===== src/rtl/pwm_pkg.sv =====
// pwm_pkg: shared types and defaults for the PWM level-limit datapath
package pwm_pkg;
    typedef enum logic [2:0] {IDLE, CHECK, DIV, MULT, DONE} limit_state_t;
    localparam int DEFAULT_BIT_WIDTH = 16;
endpackage


===== src/rtl/level_limit_calc_if.sv =====
// level_limit_calc_if: request/result bundle between a PWM level cell and its limit calculator
interface level_limit_calc_if
    import pwm_pkg::*;
#(
    parameter int BIT_WIDTH = DEFAULT_BIT_WIDTH
);
    logic                 Start;
    logic [BIT_WIDTH-1:0] PWMMaxCount;
    logic [BIT_WIDTH-1:0] Level;
    logic                 Busy;
    logic                 Done;
    logic                 Valid;
    logic                 Error;
    logic [BIT_WIDTH-1:0] LowerLimit;
    logic [BIT_WIDTH-1:0] UpperLimit;
    modport master (
        output Start, PWMMaxCount, Level,
        input  Busy, Done, Valid, Error, LowerLimit, UpperLimit
    );
    modport slave (
        input  Start, PWMMaxCount, Level,
        output Busy, Done, Valid, Error, LowerLimit, UpperLimit
    );
endinterface


===== src/rtl/udiv_restoring.sv =====
// udiv_restoring: fixed BIT_WIDTH-cycle restoring divider; the first quotient bit is resolved
// in the Start cycle, and Done pulses in the cycle the full Quotient is first readable.
module udiv_restoring
    import pwm_pkg::*;
#(
    parameter int BIT_WIDTH = DEFAULT_BIT_WIDTH
) (
    input  logic                 MClk,
    input  logic                 Rst,
    input  logic                 Start,
    input  logic [BIT_WIDTH-1:0] Dividend,
    input  logic [BIT_WIDTH-1:0] Divisor,
    output logic [BIT_WIDTH-1:0] Quotient,
    output logic                 Done
);
    localparam int CW = $clog2(BIT_WIDTH + 1);
    logic [BIT_WIDTH:0]   rem, remIn, shifted, trial;
    logic [BIT_WIDTH-1:0] quoIn, divisorReg, divisorIn;
    logic [CW-1:0]        count;
    logic                 fits;
    always_comb begin
        remIn     = Start ? '0 : rem;
        quoIn     = Start ? Dividend : Quotient;
        divisorIn = Start ? Divisor : divisorReg;
        shifted   = (remIn << 1) | (BIT_WIDTH + 1)'(quoIn[BIT_WIDTH-1]);
        fits      = shifted >= {1'b0, divisorIn};
        trial     = fits ? shifted - {1'b0, divisorIn} : shifted;
    end
    always_ff @(posedge MClk) begin
        if (Rst) begin
            rem        <= '0;
            Quotient   <= '0;
            divisorReg <= '0;
            count      <= '0;
            Done       <= 1'b0;
        end else begin
            Done <= Start ? (BIT_WIDTH == 1) : (count == CW'(1));
            if (Start || count != '0) begin
                rem      <= trial;
                Quotient <= (quoIn << 1) | BIT_WIDTH'(fits);
            end
            if (Start) begin
                count      <= CW'(BIT_WIDTH - 1);
                divisorReg <= Divisor;
            end else if (count != '0) begin
                count <= count - CW'(1);
            end
        end
    end
endmodule


===== src/rtl/level_limit_calc.sv =====
// level_limit_calc: computes a PWM level's carrier band limits Level*Q .. (Level+1)*Q-1,
// Q = PWMMaxCount / LEVEL_COUNT, behind a start/done handshake with sticky Valid/Error.
module level_limit_calc
    import pwm_pkg::*;
#(
    parameter int BIT_WIDTH   = DEFAULT_BIT_WIDTH,
    parameter int LEVEL_COUNT = 2
) (
    input  logic             MClk,
    input  logic             Rst,
    level_limit_calc_if.slave bus
);
    generate
        if (LEVEL_COUNT < 1) begin : gBadLevelCount
            $error("level_limit_calc: LEVEL_COUNT must be >= 1");
        end
    endgenerate
    localparam logic [BIT_WIDTH-1:0] LEVELS = BIT_WIDTH'(LEVEL_COUNT);
    limit_state_t           state, nextState;
    logic [BIT_WIDTH-1:0]   capMax, capLevel, quotient;
    logic [2*BIT_WIDTH-1:0] lowerProd, upperProd;
    logic                   badRequest, divStart, divDone, accept;
    assign accept     = state == IDLE && bus.Start;
    assign badRequest = capLevel >= LEVELS || capMax < LEVELS;
    assign divStart   = state == CHECK && !badRequest;
    assign bus.Busy   = state != IDLE;
    assign bus.Done   = state == DONE;
    udiv_restoring #(.BIT_WIDTH(BIT_WIDTH)) uDiv (
        .MClk     (MClk),
        .Rst      (Rst),
        .Start    (divStart),
        .Dividend (capMax),
        .Divisor  (LEVELS),
        .Quotient (quotient),
        .Done     (divDone)
    );
    always_comb begin
        nextState = state == IDLE  ? (bus.Start ? CHECK : IDLE) :
                    state == CHECK ? (badRequest ? DONE : DIV) :
                    state == DIV   ? (divDone ? MULT : DIV) :
                    state == MULT  ? DONE : IDLE;
        // Full-width products; CHECK guarantees (Level+1)*Q <= PWMMaxCount so truncation is exact.
        lowerProd = {{BIT_WIDTH{1'b0}}, capLevel} * {{BIT_WIDTH{1'b0}}, quotient};
        upperProd = lowerProd + {{BIT_WIDTH{1'b0}}, quotient} - (2 * BIT_WIDTH)'(1);
    end
    always_ff @(posedge MClk) begin
        if (Rst) begin
            state          <= IDLE;
            capMax         <= '0;
            capLevel       <= '0;
            bus.Valid      <= 1'b0;
            bus.Error      <= 1'b0;
            bus.LowerLimit <= '0;
            bus.UpperLimit <= '0;
        end else begin
            state <= nextState;
            if (accept) begin
                capMax    <= bus.PWMMaxCount;
                capLevel  <= bus.Level;
                bus.Valid <= 1'b0;
                bus.Error <= 1'b0;
            end
            if (state == CHECK && badRequest) begin
                bus.Error      <= 1'b1;
                bus.LowerLimit <= '0;
                bus.UpperLimit <= '0;
            end
            if (state == MULT) begin
                bus.LowerLimit <= BIT_WIDTH'(lowerProd);
                bus.UpperLimit <= BIT_WIDTH'(upperProd);
                bus.Valid      <= 1'b1;
            end
        end
    end
endmodule


===== src/flat_wrapper.sv =====
// flat-port wrapper written by rule: the top's interface ports become plain ports
module level_limit_calc_flat import pwm_pkg::*;
#(
    parameter int BIT_WIDTH   = DEFAULT_BIT_WIDTH,
    parameter int LEVEL_COUNT = 2
)
  (MClk, Rst, bus_Start, bus_PWMMaxCount, bus_Level, bus_Busy, bus_Done, bus_Valid, bus_Error, bus_LowerLimit, bus_UpperLimit);
  level_limit_calc_if #(.BIT_WIDTH(BIT_WIDTH)) bus_i ();
  input  logic MClk;
  input  logic Rst;
  input wire logic [$bits(bus_i.Start)-1:0] bus_Start;
  input wire logic [$bits(bus_i.PWMMaxCount)-1:0] bus_PWMMaxCount;
  input wire logic [$bits(bus_i.Level)-1:0] bus_Level;
  output wire logic [$bits(bus_i.Busy)-1:0] bus_Busy;
  output wire logic [$bits(bus_i.Done)-1:0] bus_Done;
  output wire logic [$bits(bus_i.Valid)-1:0] bus_Valid;
  output wire logic [$bits(bus_i.Error)-1:0] bus_Error;
  output wire logic [$bits(bus_i.LowerLimit)-1:0] bus_LowerLimit;
  output wire logic [$bits(bus_i.UpperLimit)-1:0] bus_UpperLimit;
  assign bus_i.Start = bus_Start;
  assign bus_i.PWMMaxCount = bus_PWMMaxCount;
  assign bus_i.Level = bus_Level;
  assign bus_Busy = bus_i.Busy;
  assign bus_Done = bus_i.Done;
  assign bus_Valid = bus_i.Valid;
  assign bus_Error = bus_i.Error;
  assign bus_LowerLimit = bus_i.LowerLimit;
  assign bus_UpperLimit = bus_i.UpperLimit;
  level_limit_calc #(.BIT_WIDTH(BIT_WIDTH), .LEVEL_COUNT(LEVEL_COUNT)) u_core (.MClk(MClk), .Rst(Rst), .bus(bus_i));
endmodule

===== config.mk =====
export PLATFORM = sky130hd
export DESIGN_NAME = level_limit_calc_flat
export DESIGN_NICKNAME = d
export VERILOG_FILES = /design/src/rtl/pwm_pkg.sv /design/src/rtl/level_limit_calc_if.sv /design/src/rtl/udiv_restoring.sv /design/src/rtl/level_limit_calc.sv /design/src/flat_wrapper.sv
export SDC_FILE = /design/constraint.sdc
export NUM_CORES = 1
export LEC_CHECK = 0
export ABC_CLOCK_PERIOD_IN_PS = 6900
export BUFFER_PORTS_ARGS = -buffer_cell sky130_fd_sc_hd__buf_2
export CAP_MARGIN = 20
export CORE_ASPECT_RATIO = 1.5
export CORE_MARGIN = 1
export CORE_UTILIZATION = 45
export CTS_CLUSTER_SIZE = 8
export DETAILED_ROUTE_END_ITERATION = 8
export SLEW_MARGIN = 20
export SYNTH_ARGS = -nofsm -noshare
export SYNTH_HDL_FRONTEND = slang
export SYNTH_HIERARCHICAL = 1
export SYNTH_SLANG_ARGS = --single-unit
export TNS_END_PERCENT = 100

===== constraint.sdc =====
create_clock -name MClk -period 6.9 [get_ports MClk]
set_input_delay 0.345 -clock MClk [delete_from_list [all_inputs] [get_ports MClk]]
set_output_delay 0.345 -clock MClk [all_outputs]
set_load 0.1 [all_outputs]

==> run_summary.xml <==
<?xml version="1.0" encoding="UTF-8"?>
<metrics>
  <group name="drt">
    <metric name="ant_nets" unit="">0</metric>
    <metric name="via_per_inst" unit="">5.15</metric>
    <metric name="routed_wirelength" unit="um">27700</metric>
    <metric name="drt_iter0_drcs" unit="">319</metric>
    <metric name="vias" unit="">8810</metric>
    <metric name="drc" unit="">0</metric>
    <metric name="detailedRoute.firstPassIterationCount" unit="">6</metric>
    <metric name="detail_routed_net_length_per_standard_cell" unit="um">16.2</metric>
  </group>
  <group name="sta">
    <metric name="fmaxAchievable" unit="GHz">0.152</metric>
    <metric name="slew_headroom" unit="%">44.8</metric>
    <metric name="final-max-slew-violation-count" unit="">0</metric>
    <metric name="worst_slew_pin_slew" unit="ps">828</metric>
    <metric name="finalClockSkew" unit="ps">12.5</metric>
    <metric name="timing.final.crit_share" unit="%">95.5</metric>
    <metric name="fin_ws" unit="ps">312</metric>
    <metric name="timing.setup.tns" unit="ps">0</metric>
    <metric name="report.final.hold_viol_count" unit="">0</metric>
    <metric name="report.final.setup_viol" unit="">0</metric>
    <metric name="period_minus_slack" unit="ps">6590</metric>
  </group>
  <group name="logic_synthesis">
    <metric name="ys_async_sr_fraction" unit="%">0</metric>
    <metric name="postSynthCellCount" unit="">1310</metric>
    <metric name="most_common_flop_cell_mapped_by_yosys" unit="">sky130_fd_sc_hd__dfxtp_1</metric>
    <metric name="synth-edff-count" unit="">0</metric>
    <metric name="netlist.area_leader.share" unit="%">23.0</metric>
    <metric name="postSynthRegisterBits" unit="">123</metric>
    <metric name="synth-seq-area-share" unit="%">23.0</metric>
    <metric name="yosysTopAreaCell" unit="">sky130_fd_sc_hd__dfxtp_1</metric>
    <metric name="ys_types" unit="">73</metric>
    <metric name="synth.area.top_cells" unit="">sky130_fd_sc_hd__dfxtp_1 23%, sky130_fd_sc_hd__fa_1 15%, sky130_fd_sc_hd__ha_1 11%</metric>
    <metric name="yosys_warn_count" unit="">6</metric>
    <metric name="postSynthAreaPerCell" unit="um^2">8.17</metric>
    <metric name="synthesis.area" unit="um^2">10700</metric>
  </group>
  <group name="floorplanning">
    <metric name="die_area" unit="um^2">24400</metric>
    <metric name="height_of_the_die" unit="um">191</metric>
    <metric name="dieWidth" unit="um">128</metric>
    <metric name="core_area" unit="um^2">23100</metric>
    <metric name="rows" unit="">68</metric>
    <metric name="top_level_ports" unit="">71</metric>
    <metric name="floorplan.initialDensity" unit="%">46.3</metric>
  </group>
  <group name="worst_setup_path">
    <metric name="worst-path-max-fanout" unit="">8</metric>
    <metric name="setup.worst_path.class" unit="">reg -&gt; reg</metric>
    <metric name="timing.critical_path.to_type" unit="">register</metric>
    <metric name="critPathRequiredTime" unit="ps">7260</metric>
    <metric name="timing.rr.end" unit="">u_core/bus.UpperLimit[15]$_SDFFE_PP0P_</metric>
    <metric name="worstReg2RegStart" unit="">u_core/uDiv/Quotient[6]$_SDFFE_PP0P_</metric>
    <metric name="r2r_cells" unit="">26</metric>
    <metric name="crit_path_start_kind" unit="">register</metric>
    <metric name="worstSetupEndpoint" unit="">u_core/bus.UpperLimit[15]$_SDFFE_PP0P_</metric>
    <metric name="worst_ep_arrival" unit="ps">6950</metric>
    <metric name="critical_path_startpoint" unit="">u_core/uDiv/Quotient[6]$_SDFFE_PP0P_</metric>
    <metric name="r2r_setup_slack" unit="ps">310</metric>
  </group>
  <group name="placed_design">
    <metric name="dp.final_hpwl" unit="um">21400</metric>
    <metric name="place_congestion" unit="">0.863</metric>
    <metric name="portBuffers" unit="">70</metric>
    <metric name="dpl_worst_slack" unit="ps">102</metric>
  </group>
  <group name="cts">
    <metric name="clock_pin_slew_on_the_worst_setup_and_hold_paths" unit="ps">60</metric>
    <metric name="cts.sinks" unit="">123</metric>
    <metric name="clock-root-buffer" unit="">sky130_fd_sc_hd__clkbuf_16</metric>
    <metric name="insertion_delay_of_the_later_clocked_pin_in_the_worst_skew_pair" unit="ps">440</metric>
    <metric name="cts_max_path_buffers" unit="">2</metric>
    <metric name="cts_tree" unit="">done</metric>
    <metric name="cts_inserted_buffers" unit="">17</metric>
    <metric name="clock_tree.htree_level_count" unit="">4</metric>
  </group>
  <group name="grt">
    <metric name="first_pass_grt_wire_length" unit="um">45100</metric>
    <metric name="vias_in_the_first_global_route" unit="">8946</metric>
    <metric name="grt_max_degree" unit="">79</metric>
    <metric name="globalRouteTotalUtil" unit="%">24.1</metric>
    <metric name="antenna_found_initial" unit="">1</metric>
    <metric name="gr-total-overflow" unit="">0</metric>
  </group>
  <group name="finish">
    <metric name="utilization_after_layout" unit="%">52.9</metric>
    <metric name="final_net_count" unit="">1594</metric>
    <metric name="post_route_cells_drive_above_1_share" unit="%">13.4</metric>
    <metric name="flow.area_growth_from_synthesis" unit="%">14.3</metric>
    <metric name="nFillCells" unit="">2292</metric>
  </group>
  <group name="power_and_ir_drop">
    <metric name="ir_drop" unit="V">0.000297</metric>
    <metric name="fin_total_pwr" unit="mW">3.56</metric>
    <metric name="power.density_cell_area" unit="nW/um^2">291</metric>
    <metric name="reported_leakage_power" unit="nW">5.65</metric>
  </group>
  <group name="outcome">
    <metric name="status" unit="">finished, final reports clean</metric>
  </group>
  <group name="job">
    <metric name="max-cap-violations" unit="">0</metric>
  </group>
  <group name="worst_hold_path">
    <metric name="worst_hold_path_type" unit="">in -&gt; reg</metric>
  </group>
</metrics>
[sequential cells by signal, indices dropped and copies added (netlist names), 3 cells and up]
signal                  cells
u_core/capMax              16
u_core/uDiv/divisorReg     16
u_core/uDiv/rem            16
u_core/bus.UpperLimit      16
u_core/uDiv/Quotient       16
u_core/state                3
u_core/uDiv/count           5
u_core/bus.LowerLimit      16
u_core/capLevel            16
[cell usage after synthesis, drive strengths merged (7+ instances only)]
library cell,number
nand2,176
inv,173
dfxtp,123
nor2,119
a21oi,105
ha,96
fa,82
and2,80
clkbuf,51
xnor2,42
mux2i,29
o21ai,25
a211oi,19
xor2,17
nor2b,16
buf,15
a21o,14
a22oi,14
nor3,13
nand2b,10
nand4,8
o21a,8
nor4,7
or3,7
[cells in the final DEF, fill, tap and decap left out, types with 16 or more instances in the layout]
cell type | Yosys | final
sky130_fd_sc_hd__a21oi_1 | 103 | 103
sky130_fd_sc_hd__and2_1 | 76 | 75
sky130_fd_sc_hd__buf_2 | 8 | 69
sky130_fd_sc_hd__buf_4 | 1 | 35
sky130_fd_sc_hd__clkbuf_16 | 0 | 17
sky130_fd_sc_hd__conb_1 | 2 | 16
sky130_fd_sc_hd__dfxtp_1 | 123 | 118
sky130_fd_sc_hd__fa_1 | 82 | 82
sky130_fd_sc_hd__ha_1 | 96 | 90
sky130_fd_sc_hd__inv_1 | 173 | 173
sky130_fd_sc_hd__mux2i_1 | 29 | 29
sky130_fd_sc_hd__nand2_1 | 171 | 171
sky130_fd_sc_hd__nor2_1 | 119 | 118
sky130_fd_sc_hd__xnor2_1 | 38 | 36
sky130_fd_sc_hd__xor2_1 | 17 | 17
[worst min path at each step]
| stage | end | from | depth (start not counted) | slack (ps) |
|---|---|---|---|---|
| 2_1_floorplan | u_core/uDiv/rem[0]$_SDFFE_PP0P_ | u_core/uDiv/rem[0]$_SDFFE_PP0P_ | 2 | 430 |
| 3_3_place_gp | u_core/bus.LowerLimit[12]$_SDFFE_PP0P_ | u_core/bus.LowerLimit[12]$_SDFFE_PP0P_ | 2 | 440 |
| 3_5_place_dp | u_core/bus.LowerLimit[12]$_SDFFE_PP0P_ | u_core/bus.LowerLimit[12]$_SDFFE_PP0P_ | 2 | 440 |
| 4_1_cts | u_core/capMax[5]$_SDFFE_PP0P_ | bus_PWMMaxCount[5] | 3 | 130 |
| 5_1_grt | u_core/capLevel[4]$_SDFFE_PP0P_ | bus_Level[4] | 3 | 150 |
| 6_report | u_core/capLevel[4]$_SDFFE_PP0P_ | bus_Level[4] | 3 | 150 |
[area by class of cell]
class / count / area, um^2 / share of cell area [%]
timing repair buffer: 105 / 636 / 5.20
tap: 315 / 394 / 3.22
multi-input combinational: 961 / 7460 / 60.9
sequential: 123 / 2470 / 20.2
inverter: 173 / 649 / 5.31
antenna: 1 / 2.50 / 0.0205
clock inverter: 11 / 168 / 1.37
clock buffer: 21 / 460 / 3.76
[power by group]
| group | total [mW] | switching (mW) | internal [mW] |
|---|---|---|---|
| clock | 0.961 | 0.339 | 0.622 |
| sequential | 0.854 | 0.0703 | 0.784 |
| combinational | 1.75 | 1.01 | 0.737 |
| total | 3.56 | 1.42 | 2.14 |
[worst max-delay path, stage by stage, from the launching register on]
cell	delay, ps
sky130_fd_sc_hd__dfxtp_2	360
sky130_fd_sc_hd__buf_4	160
sky130_fd_sc_hd__and2_1	170
sky130_fd_sc_hd__fa_1	550
sky130_fd_sc_hd__inv_1	60
sky130_fd_sc_hd__fa_1	530
sky130_fd_sc_hd__inv_1	50
sky130_fd_sc_hd__fa_1	540
sky130_fd_sc_hd__fa_1	450
sky130_fd_sc_hd__fa_1	540
sky130_fd_sc_hd__inv_1	50
sky130_fd_sc_hd__fa_1	520
sky130_fd_sc_hd__inv_1	60
sky130_fd_sc_hd__ha_4	280
sky130_fd_sc_hd__o21ai_1	80
sky130_fd_sc_hd__a211oi_2	240
sky130_fd_sc_hd__nor2_1	80
sky130_fd_sc_hd__xor2_1	190
sky130_fd_sc_hd__ha_2	330
sky130_fd_sc_hd__inv_1	40
sky130_fd_sc_hd__ha_2	370
sky130_fd_sc_hd__o21ai_0	100
sky130_fd_sc_hd__a22o_1	200
sky130_fd_sc_hd__a41oi_2	170
sky130_fd_sc_hd__o41ai_2	110
sky130_fd_sc_hd__xor2_1	170
sky130_fd_sc_hd__o21ai_1	110
[kinds of logic (layout without fill, tap and decap cells)]
kind of cell	count (synthesis)	in the layout	share of synthesized area, %
AND/OR/NAND/NOR	456	456	20.2
buffers and inverters	240	310	9.02
AO/OA/AOI/OAI	221	221	13.0
adder cells (fa/ha/maj)	178	178	26.6
flip-flops	123	123	23.0
XOR/XNOR	60	60	5.33
multiplexers	30	30	2.82
other	2	17	0.0702
[stage by stage]
| step | hold WS [ps] | std cells | cell area (um^2) |
|---|---|---|---|
| after global placement | 440 | 1674 | 11400 |
| after detailed placement | 441 | 1674 | 11400 |
| final | 148 | 1710 | 12200 |
| after floorplan | 432 | 1324 | 10800 |
| after CTS | 132 | 1706 | 12100 |
| after global routing | 148 | 1709 | 12200 |
[metal layers]
layer / vias to the layer above / global-route usage, % / part of all wire (%)
met5: - / 0 / 0
li1: 4353 / - / -
met3: 43 / 4.25 / 3.4
met2: 141 / 45.6 / 54
met4: 0 / 9.14 / 3.1
met1: 4273 / 26.4 / 40
[timing repair]
| item | in CTS | in global routing |
|---|---|---|
| hold buffers | 0 | 0 |
| setup buffers | 0 | 2 |
| setup endpoints to repair | 0 | 3 |
| resized for setup | 0 | 24 |
(Power assumes the default switching activity.)
